`src/rtl/axis_fft8_dft_cplx_pkg.sv`:
```
// rtl/axis_fft8_dft_cplx_pkg.sv - shared constants and index helpers for the 8-point DFT
package axis_fft8_dft_cplx_pkg;

   localparam int FFT8_N = 8;

   function automatic int fft_c707(input int twid_w);
      return int'(0.70710678 * real'(1 << (twid_w - 1)));
   endfunction

   function automatic int bitrev3(input int n);
      return ((n & 1) << 2) | (n & 2) | ((n >> 2) & 1);
   endfunction

   // Lane n of a packed complex vector: re in the upper half, im in the lower half.
   function automatic int re_lsb(input int n, input int w);
      return 2 * n * w + w;
   endfunction

   function automatic int im_lsb(input int n, input int w);
      return 2 * n * w;
   endfunction

endpackage

```
`src/rtl/axis_fft8_dft_cplx_tw_mul.sv`:
```
// rtl/axis_fft8_dft_cplx_tw_mul.sv - a +/- round(W8^1 or W8^3 * b), combinational
module axis_fft8_dft_cplx_tw_mul
   import axis_fft8_dft_cplx_pkg::*;
#(
   parameter int IN_W   = 10,
   parameter int RES_W  = 12,
   parameter int TWID_W = 16,
   parameter bit W3SEL  = 1'b0,
   parameter bit SUB    = 1'b0
) (
   input  logic signed [IN_W-1:0]  a_re,
   input  logic signed [IN_W-1:0]  a_im,
   input  logic signed [IN_W-1:0]  b_re,
   input  logic signed [IN_W-1:0]  b_im,
   output logic signed [RES_W-1:0] x_re,
   output logic signed [RES_W-1:0] x_im
);
   localparam int PW = IN_W + TWID_W + 2;
   localparam int C  = fft_c707(TWID_W);
   localparam logic signed [PW-1:0] HALF = PW'(1 << (TWID_W - 2));

   logic signed [IN_W:0]    s, d;
   logic signed [PW-1:0]    p_re, p_im;
   logic signed [RES_W-1:0] r_re, r_im;

   // W8^1 = C(1-j): (C(r+i), C(i-r));  W8^3 = -C(1+j): (C(i-r), -C(r+i))
   assign s    = (IN_W + 1)'(b_re) + (IN_W + 1)'(b_im);
   assign d    = (IN_W + 1)'(b_im) - (IN_W + 1)'(b_re);
   assign p_re = W3SEL ? (PW'(d) * PW'(C)) : (PW'(s) * PW'(C));
   assign p_im = W3SEL ? -(PW'(s) * PW'(C)) : (PW'(d) * PW'(C));

   assign r_re = RES_W'((p_re + HALF) >>> (TWID_W - 1));
   assign r_im = RES_W'((p_im + HALF) >>> (TWID_W - 1));

   assign x_re = SUB ? (RES_W'(a_re) - r_re) : (RES_W'(a_re) + r_re);
   assign x_im = SUB ? (RES_W'(a_im) - r_im) : (RES_W'(a_im) + r_im);

endmodule

```
`src/rtl/axis_fft8_dft_cplx.sv`:
```
// rtl/axis_fft8_dft_cplx.sv - 3-stage pipelined 8-point complex DFT/IDFT over AXI4-Stream
module axis_fft8_dft_cplx
   import axis_fft8_dft_cplx_pkg::*;
#(
   parameter int DATA_W    = 8,
   parameter int OUT_W     = 32,
   parameter int TWID_W    = 16,
   parameter int TUSER_W   = 1,
   parameter bit SCALE_INV = 1'b1
) (
   input  logic                  s_axis_aclk,
   input  logic                  s_axis_aresetn,
   input  logic                  s_axis_tvalid,
   output logic                  s_axis_tready,
   input  logic [16*DATA_W-1:0]  s_axis_tdata,
   input  logic                  s_axis_tlast,
   input  logic [TUSER_W-1:0]    s_axis_tuser,
   output logic                  m_axis_tvalid,
   input  logic                  m_axis_tready,
   output logic [16*OUT_W-1:0]   m_axis_tdata,
   output logic                  m_axis_tlast,
   output logic [TUSER_W-1:0]    m_axis_tuser
);
   localparam int W1 = DATA_W + 1;
   localparam int W2 = DATA_W + 2;
   // Stage 3 keeps one guard bit: complex inputs through diagonal twiddles grow by sqrt(2).
   localparam int W3 = DATA_W + 4;

   if (OUT_W < DATA_W + 4) begin : g_width_check
      $error("axis_fft8_dft_cplx: OUT_W must be >= DATA_W+4");
   end

   logic en;
   assign en            = ~m_axis_tvalid | m_axis_tready;
   assign s_axis_tready = en;

   logic signed [DATA_W-1:0] a_re [FFT8_N], a_im [FFT8_N];
   logic signed [W1-1:0]     y_re_d [FFT8_N], y_im_d [FFT8_N], y_re [FFT8_N], y_im [FFT8_N];
   logic signed [W2-1:0]     z_re_d [FFT8_N], z_im_d [FFT8_N], z_re [FFT8_N], z_im [FFT8_N];
   logic signed [W3-1:0]     x_re [FFT8_N], x_im [FFT8_N];
   logic [16*OUT_W-1:0]      tdata_d;
   logic                     v1, l1, v2, l2, inv;
   logic [TUSER_W-1:0]       u1, u2;

   // Inverse mode: IDFT(x) = swap(DFT(swap(x))); input swap happens here.
   for (genvar n = 0; n < FFT8_N; n++) begin : g_in
      localparam int SRC = bitrev3(n);
      logic signed [DATA_W-1:0] raw_re, raw_im;
      assign raw_re  = s_axis_tdata[re_lsb(SRC, DATA_W) +: DATA_W];
      assign raw_im  = s_axis_tdata[im_lsb(SRC, DATA_W) +: DATA_W];
      assign a_re[n] = s_axis_tuser[0] ? raw_im : raw_re;
      assign a_im[n] = s_axis_tuser[0] ? raw_re : raw_im;
   end

   for (genvar m = 0; m < 4; m++) begin : g_s1
      assign y_re_d[2*m]   = W1'(a_re[2*m]) + W1'(a_re[2*m+1]);
      assign y_im_d[2*m]   = W1'(a_im[2*m]) + W1'(a_im[2*m+1]);
      assign y_re_d[2*m+1] = W1'(a_re[2*m]) - W1'(a_re[2*m+1]);
      assign y_im_d[2*m+1] = W1'(a_im[2*m]) - W1'(a_im[2*m+1]);
   end

   for (genvar g = 0; g < 2; g++) begin : g_s2
      localparam int B = 4 * g;
      assign z_re_d[B]   = W2'(y_re[B]) + W2'(y_re[B+2]);
      assign z_im_d[B]   = W2'(y_im[B]) + W2'(y_im[B+2]);
      assign z_re_d[B+2] = W2'(y_re[B]) - W2'(y_re[B+2]);
      assign z_im_d[B+2] = W2'(y_im[B]) - W2'(y_im[B+2]);
      // -j * (r + ji) = i - jr
      assign z_re_d[B+1] = W2'(y_re[B+1]) + W2'(y_im[B+3]);
      assign z_im_d[B+1] = W2'(y_im[B+1]) - W2'(y_re[B+3]);
      assign z_re_d[B+3] = W2'(y_re[B+1]) - W2'(y_im[B+3]);
      assign z_im_d[B+3] = W2'(y_im[B+1]) + W2'(y_re[B+3]);
   end

   assign x_re[0] = W3'(z_re[0]) + W3'(z_re[4]);
   assign x_im[0] = W3'(z_im[0]) + W3'(z_im[4]);
   assign x_re[4] = W3'(z_re[0]) - W3'(z_re[4]);
   assign x_im[4] = W3'(z_im[0]) - W3'(z_im[4]);
   assign x_re[2] = W3'(z_re[2]) + W3'(z_im[6]);
   assign x_im[2] = W3'(z_im[2]) - W3'(z_re[6]);
   assign x_re[6] = W3'(z_re[2]) - W3'(z_im[6]);
   assign x_im[6] = W3'(z_im[2]) + W3'(z_re[6]);

   axis_fft8_dft_cplx_tw_mul #(.IN_W(W2), .RES_W(W3), .TWID_W(TWID_W), .W3SEL(1'b0), .SUB(1'b0)) u_tw1 (
      .a_re(z_re[1]), .a_im(z_im[1]), .b_re(z_re[5]), .b_im(z_im[5]), .x_re(x_re[1]), .x_im(x_im[1]));
   axis_fft8_dft_cplx_tw_mul #(.IN_W(W2), .RES_W(W3), .TWID_W(TWID_W), .W3SEL(1'b0), .SUB(1'b1)) u_tw5 (
      .a_re(z_re[1]), .a_im(z_im[1]), .b_re(z_re[5]), .b_im(z_im[5]), .x_re(x_re[5]), .x_im(x_im[5]));
   axis_fft8_dft_cplx_tw_mul #(.IN_W(W2), .RES_W(W3), .TWID_W(TWID_W), .W3SEL(1'b1), .SUB(1'b0)) u_tw3 (
      .a_re(z_re[3]), .a_im(z_im[3]), .b_re(z_re[7]), .b_im(z_im[7]), .x_re(x_re[3]), .x_im(x_im[3]));
   axis_fft8_dft_cplx_tw_mul #(.IN_W(W2), .RES_W(W3), .TWID_W(TWID_W), .W3SEL(1'b1), .SUB(1'b1)) u_tw7 (
      .a_re(z_re[3]), .a_im(z_im[3]), .b_re(z_re[7]), .b_im(z_im[7]), .x_re(x_re[7]), .x_im(x_im[7]));

   assign inv = u2[0];

   for (genvar k = 0; k < FFT8_N; k++) begin : g_out
      logic signed [W3-1:0] o_re, o_im, s_re, s_im;
      assign o_re = inv ? x_im[k] : x_re[k];
      assign o_im = inv ? x_re[k] : x_im[k];
      assign s_re = (SCALE_INV && inv) ? (o_re >>> 3) : o_re;
      assign s_im = (SCALE_INV && inv) ? (o_im >>> 3) : o_im;
      assign tdata_d[re_lsb(k, OUT_W) +: OUT_W] = OUT_W'(s_re);
      assign tdata_d[im_lsb(k, OUT_W) +: OUT_W] = OUT_W'(s_im);
   end

   always_ff @(posedge s_axis_aclk or negedge s_axis_aresetn) begin
      if (!s_axis_aresetn) begin
         v1            <= 1'b0;
         l1            <= 1'b0;
         u1            <= '0;
         y_re          <= '{default: '0};
         y_im          <= '{default: '0};
         v2            <= 1'b0;
         l2            <= 1'b0;
         u2            <= '0;
         z_re          <= '{default: '0};
         z_im          <= '{default: '0};
         m_axis_tvalid <= 1'b0;
         m_axis_tlast  <= 1'b0;
         m_axis_tuser  <= '0;
         m_axis_tdata  <= '0;
      end else if (en) begin
         v1            <= s_axis_tvalid;
         l1            <= s_axis_tlast;
         u1            <= s_axis_tuser;
         y_re          <= y_re_d;
         y_im          <= y_im_d;
         v2            <= v1;
         l2            <= l1;
         u2            <= u1;
         z_re          <= z_re_d;
         z_im          <= z_im_d;
         m_axis_tvalid <= v2;
         m_axis_tlast  <= l2;
         m_axis_tuser  <= u2;
         m_axis_tdata  <= tdata_d;
      end
   end

endmodule

```
`config.mk`:
```
export PLATFORM = sky130hd
export DESIGN_NAME = axis_fft8_dft_cplx
export DESIGN_NICKNAME = d
export VERILOG_FILES = /design/src/rtl/axis_fft8_dft_cplx_pkg.sv /design/src/rtl/axis_fft8_dft_cplx_tw_mul.sv /design/src/rtl/axis_fft8_dft_cplx.sv
export SDC_FILE = /design/constraint.sdc
export NUM_CORES = 2
export LEC_CHECK = 0
export ABC_AREA = 1
export BUFFER_PORTS_ARGS = -buffer_cell sky130_fd_sc_hd__buf_2
export CORE_MARGIN = 2
export CORE_UTILIZATION = 55
export CTS_CLUSTER_DIAMETER = 120
export DETAILED_ROUTE_END_ITERATION = 8
export GPL_TIMING_DRIVEN = 0
export PLACE_DENSITY = 0.86
export SYNTH_ARGS = -nofsm -noshare
export SYNTH_HDL_FRONTEND = slang
export SYNTH_SLANG_ARGS = --single-unit
export TNS_END_PERCENT = 100
```
`constraint.sdc`:
```
create_clock -name s_axis_aclk -period 23.7 [get_ports s_axis_aclk]
set_input_delay 3.555 -clock s_axis_aclk [delete_from_list [all_inputs] [get_ports s_axis_aclk]]
set_output_delay 3.555 -clock s_axis_aclk [all_outputs]
set_load 0.02 [all_outputs]
```
# Word-level counts from Yosys, hierarchy flattened
# Cells that the tools add are included.
dict set report word_totals {
  register_bits 805
  in_bits 134
  output_inout_bits 516
  word_cells 153
}
dict set report op_classes {
  n_addsub 57
  n_mul 4
  muxes 48
  n_bitwise 2
}
# operator count
set op_table {}
lappend op_table {{12-bit two-way mux} 16}
lappend op_table {{11-bit two-way mux} 16}
lappend op_table {{8-bit two-way mux} 16}
lappend op_table {{27-bit by 16-bit adder with 27-bit output (second input constant)} 4}
lappend op_table {{11-bit by 15-bit multiplier with 26-bit output (second input constant)} 4}
lappend op_table {{9-bit by 9-bit adder with 10-bit output} 8}
lappend op_table {{9-bit by 9-bit subtractor with 10-bit output} 8}
lappend op_table {{8-bit by 8-bit adder with 9-bit output} 8}
lappend op_table {{8-bit by 8-bit subtractor with 9-bit output} 8}
lappend op_table {{10-bit by 10-bit adder with 11-bit output} 6}
lappend op_table {{10-bit by 10-bit subtractor with 11-bit output} 6}
lappend op_table {{10-bit by 12-bit adder with 12-bit output} 4}
lappend op_table {{10-bit by 12-bit subtractor with 12-bit output} 4}
lappend op_table {{27-bit negation} 1}
lappend op_table {{1-bit inverter} 1}
lappend op_table {{1-bit bitwise OR} 1}

# Depth between registers and ports, before layout
dict set report logic_depth {
  word_depth 7
  depth_mapped 51
  mapped_depth_nobuf 51
}

# Hierarchy
# From an unflattened synthesis, not the netlist that was laid out.
dict set report hier_totals {
  cells_unflattened 8950
  area_unflattened_um2 65293.9
}
# mod n_inst cells_per_inst area_per_inst_um2 seq_area_each_um2
set modules_own_cells {}
lappend modules_own_cells {axis_fft8_dft_cplx 1 5358 38305.5 12036.5}
lappend modules_own_cells {{axis_fft8_dft_cplx_tw_mul at u_tw7} 1 937 6920.4 0.0}
lappend modules_own_cells {{axis_fft8_dft_cplx_tw_mul at u_tw5} 1 877 6723.9 0.0}
lappend modules_own_cells {{axis_fft8_dft_cplx_tw_mul at u_tw1} 1 912 6715.2 0.0}
lappend modules_own_cells {{axis_fft8_dft_cplx_tw_mul at u_tw3} 1 866 6628.9 0.0}

# Worst setup path before layout
# No wires, ideal clock.
dict set report synth_path {
  kind {input to output}
  start {in m_axis_tready}
  end {out s_axis_tready}
  arrival_ps 4786
  required_ps 20145
  setup_slack_ps 15359
  stages 5
  path_buffers 3
  path_cell_list {nor2_1 clkbuf_1 inv_1 clkbuf_1 buf_1}
}
dict set report synth_via {
  elab_chain_len 1
}
# element line_no
set synth_lines {}
lappend synth_lines {{from (decl)} axis_fft8_dft_cplx.sv:19} ;# input logic m_axis_tready,
lappend synth_lines {{1-bit bitwise OR} axis_fft8_dft_cplx.sv:34} ;# assign en = ~m_axis_tvalid | m_axis_tready;
lappend synth_lines {{to (decl)} axis_fft8_dft_cplx.sv:14} ;# output logic s_axis_tready,
# Every way passes these cells.

# Final worst setup path
# Ends and elaborated chain as after synthesis.

==> results.py <==
metrics = {
    "status": {
        "outcome": "finished, violations left",
        "violations": "design-rule violations, max-capacitance violations, max-slew violations",
    },
    "grt": {
        "grt.total_usage": 0.372,
        "grt_antenna_before_repair": 7,
        "grt_pass1_wl_um": 265000,
        "grt_max_degree": 124,
        "overflow": 0,
        "grt_pass1_vias": 44501,
    },
    "detailed_routing": {
        "drt_wl_total_um": 177000,
        "drc": 7,
        "ant_nets": 0,
        "drt_first_iter_violations": 4864,
        "dr.pass1.iters": 9,
        "via_per_inst": 5.60,
        "wl_per_cell_um": 21.5,
        "num_vias": 46248,
    },
    "cells_and_area": {
        "layout-drive-gt1-share": 0.174,
        "finalNetCount": 8081,
        "synthToLayoutAreaGrowth_pct": 13.4,
        "final_common_cell": "inv_1",
        "utilization": 0.629,
        "design_area_um2": 56600,
        "final_cell_mix": "inv_1 (1036), nand2_1 (958), ha_1 (742)",
    },
    "clock_tree": {
        "post_cts_resized": 0,
        "cts_setup_buffers": 0,
        "clock_sinks": 481,
        "cts_root_buffer": "clkbuf_16",
        "cts_buffer_depth": 3,
        "cts_tree": "yes",
        "htree_levels": 2,
        "clkLatencyLatePin_ns": 0.65,
        "clkTransAtPathRegs_ns": 0.06,
        "numCtsBuffers": 53,
        "hold_buffers": 0,
    },
    "timing": {
        "fin_crit_ns": 10.07,
        "setup_slack_ns": 13.63,
        "finalMaxSlewViolations": 22,
        "fmax_mhz": 99.3,
        "tightestPinTransition_ns": 1.53,
        "finalCritPeriodShare": 0.425,
        "hold_viol": 0,
        "setup_tns_ns": 0,
        "relSlewSlack": -0.0185,
        "rsz0062_at_grt": "false",
        "worst_clock_skew_ns": 0.0370,
        "setup_viol": 0,
    },
    "worst_setup_path": {
        "max_stage_delay_ns": 1.17,
        "crit_type": "input pin to primary output",
        "end_kind": "primary output",
        "r2r_slack_ns": 13.97,
        "cpMaxStageDelayCell": "buf_1",
        "r2r_start": "z_re[2]",
        "cp_top_family": "buffers and inverters",
        "worstPathArrival_ns": 6.52,
        "cp_num_buf_inv": 7,
        "crit_chain": "buf_2 -> nor2_2 -> buf_8 -> clkbuf_1 -> inv_1 -> clkbuf_1 -> buf_1 -> buf_2",
        "setup.worst_path.start_class": "input pin",
        "cp.depth": 8,
        "startpoint": "m_axis_tready",
        "cp_max_fo": 10,
        "rr_worst_depth": 45,
        "required_ns": 20.15,
        "crit_end": "s_axis_tready",
        "r2r_end": "m_axis_tdata[456]",
    },
    "synth": {
        "ys_ff_latch": 481,
        "synth_top_area_frac": 0.241,
        "synthTopCellsByArea": "dfrtp_1 (24%), ha_1 (19%), inv_1 (7.8%), nand2_1 (7.2%), fa_1 (6.7%)",
        "yosysSeqAreaShare": 0.241,
        "ys_async_sr_fraction": 1.00,
        "ys_warn_count": 0,
        "synth-edff-count": 0,
        "synth_area_per_cell_um2": 7.88,
        "yosys.area.top_type": "dfrtp_1",
        "synth_nets": 7373,
        "synth.distinct_cells": 63,
        "synthCells": 6330,
        "synth_area_um2": 49900,
        "synth-main-ff-cell": "dfrtp_1",
    },
    "floorplan": {
        "initial_core_util": 0.554,
        "die_x_um": 305,
        "die_area_um2": 93100,
        "die_h_um": 305,
        "row_count": 110,
        "core_area_um2": 90000,
        "ios": 650,
    },
    "placement": {
        "io_buffers": 648,
        "placed_area_um2": 54700,
        "dpl.hpwl_um": 149000,
        "gp_congestion": 1.05,
        "dp_slack_ns": 13.93,
    },
    "job": {
        "drv_cap": 3,
    },
    "worst_hold_path": {
        "hold_path.class": "flip-flop to flip-flop",
    },
}
cell families after synthesis:
| family | share of synthesized area |
|---|---|
| adders and majority gates | 0.253 |
| DFF | 0.241 |
| buffers and inverters | 0.141 |
| and+or+nand+nor | 0.148 |
| AOI/OAI and AO/OA | 0.156 |
| xor gates and xnor gates | 0.0614 |
final cells by class:
cell class                 instances  area (um2)
clock inverter                    29         355
timing repair buffer             653        3380
sequential                       481       12000
fill                            7795       33400
buffer                           490        3080
multi-input combinational       4306       30800
tap                             1176        1470
inverter                        1053        3950
antenna                            2        5.00
clock buffer                      67        1470
routing by layer:
| layer | track usage | up-vias | routed length (um) |
|---|---|---|---|
| met5 | 0 | - | 13 |
| li1 | - | 21600 | - |
| met2 | 0.583 | 2390 | 76300 |
| met4 | 0.223 | 2 | 12700 |
| met3 | 0.0788 | 504 | 18400 |
| met1 | 0.474 | 21752 | 69800 |
state kept, by name, summed over array words and instances (netlist names), 68 cells and up:
name          flops
y_im             68
z_re             76
m_axis_tdata    184
z_im             76
y_re             68
worst min path at each step:
stage	startpoint	end	slack [ns]	depth (start not counted)
after floorplan	v2	m_axis_tvalid	0.44	1
after global placement	v2	m_axis_tvalid	0.45	1
after detailed placement	m_axis_tdata[197]	m_axis_tdata[197]	0.47	2
after CTS	m_axis_tdata[41]	m_axis_tdata[41]	0.49	1
after global routing	v2	m_axis_tvalid	0.50	1
final	m_axis_tdata[41]	m_axis_tdata[41]	0.48	1
Yosys cell counts, types with 41 or more instances:
cell type  instances
dfrtp_1          481
nand3_1           99
o22ai_1           41
fa_1             167
xor2_1           286
or2_2             43
nor2_1           500
a21oi_1          398
xnor2_1           49
clkbuf_1         142
o211ai_1          50
ha_1             742
inv_1           1036
buf_4            329
o31ai_1          109
o221ai_1          85
o21ai_0          399
nand2_1          958
o21bai_1         103
worst reg2reg max path, delay by kind of cell, from the launching register on:
family,cells,cell delay [ns]
flip-flops,1,0.40
AND/OR/NAND/NOR,13,1.44
buffers and inverters,9,0.92
adder cells (fa/ha/maj),8,3.61
AO/OA/AOI/OAI,11,2.18
XOR/XNOR,4,1.07
stage by stage:
step	hold WS, ns	std cells
3_5_place_dp	0.472	8159
6_report	0.483	8257
3_3_place_gp	0.452	8154
5_1_grt	0.499	8256
4_1_cts	0.490	8255
2_1_floorplan	0.440	6330
Power is left out: the tool's default activity adds up to more than one toggle a clock period on the data nets, which glitch-free logic cannot reach.
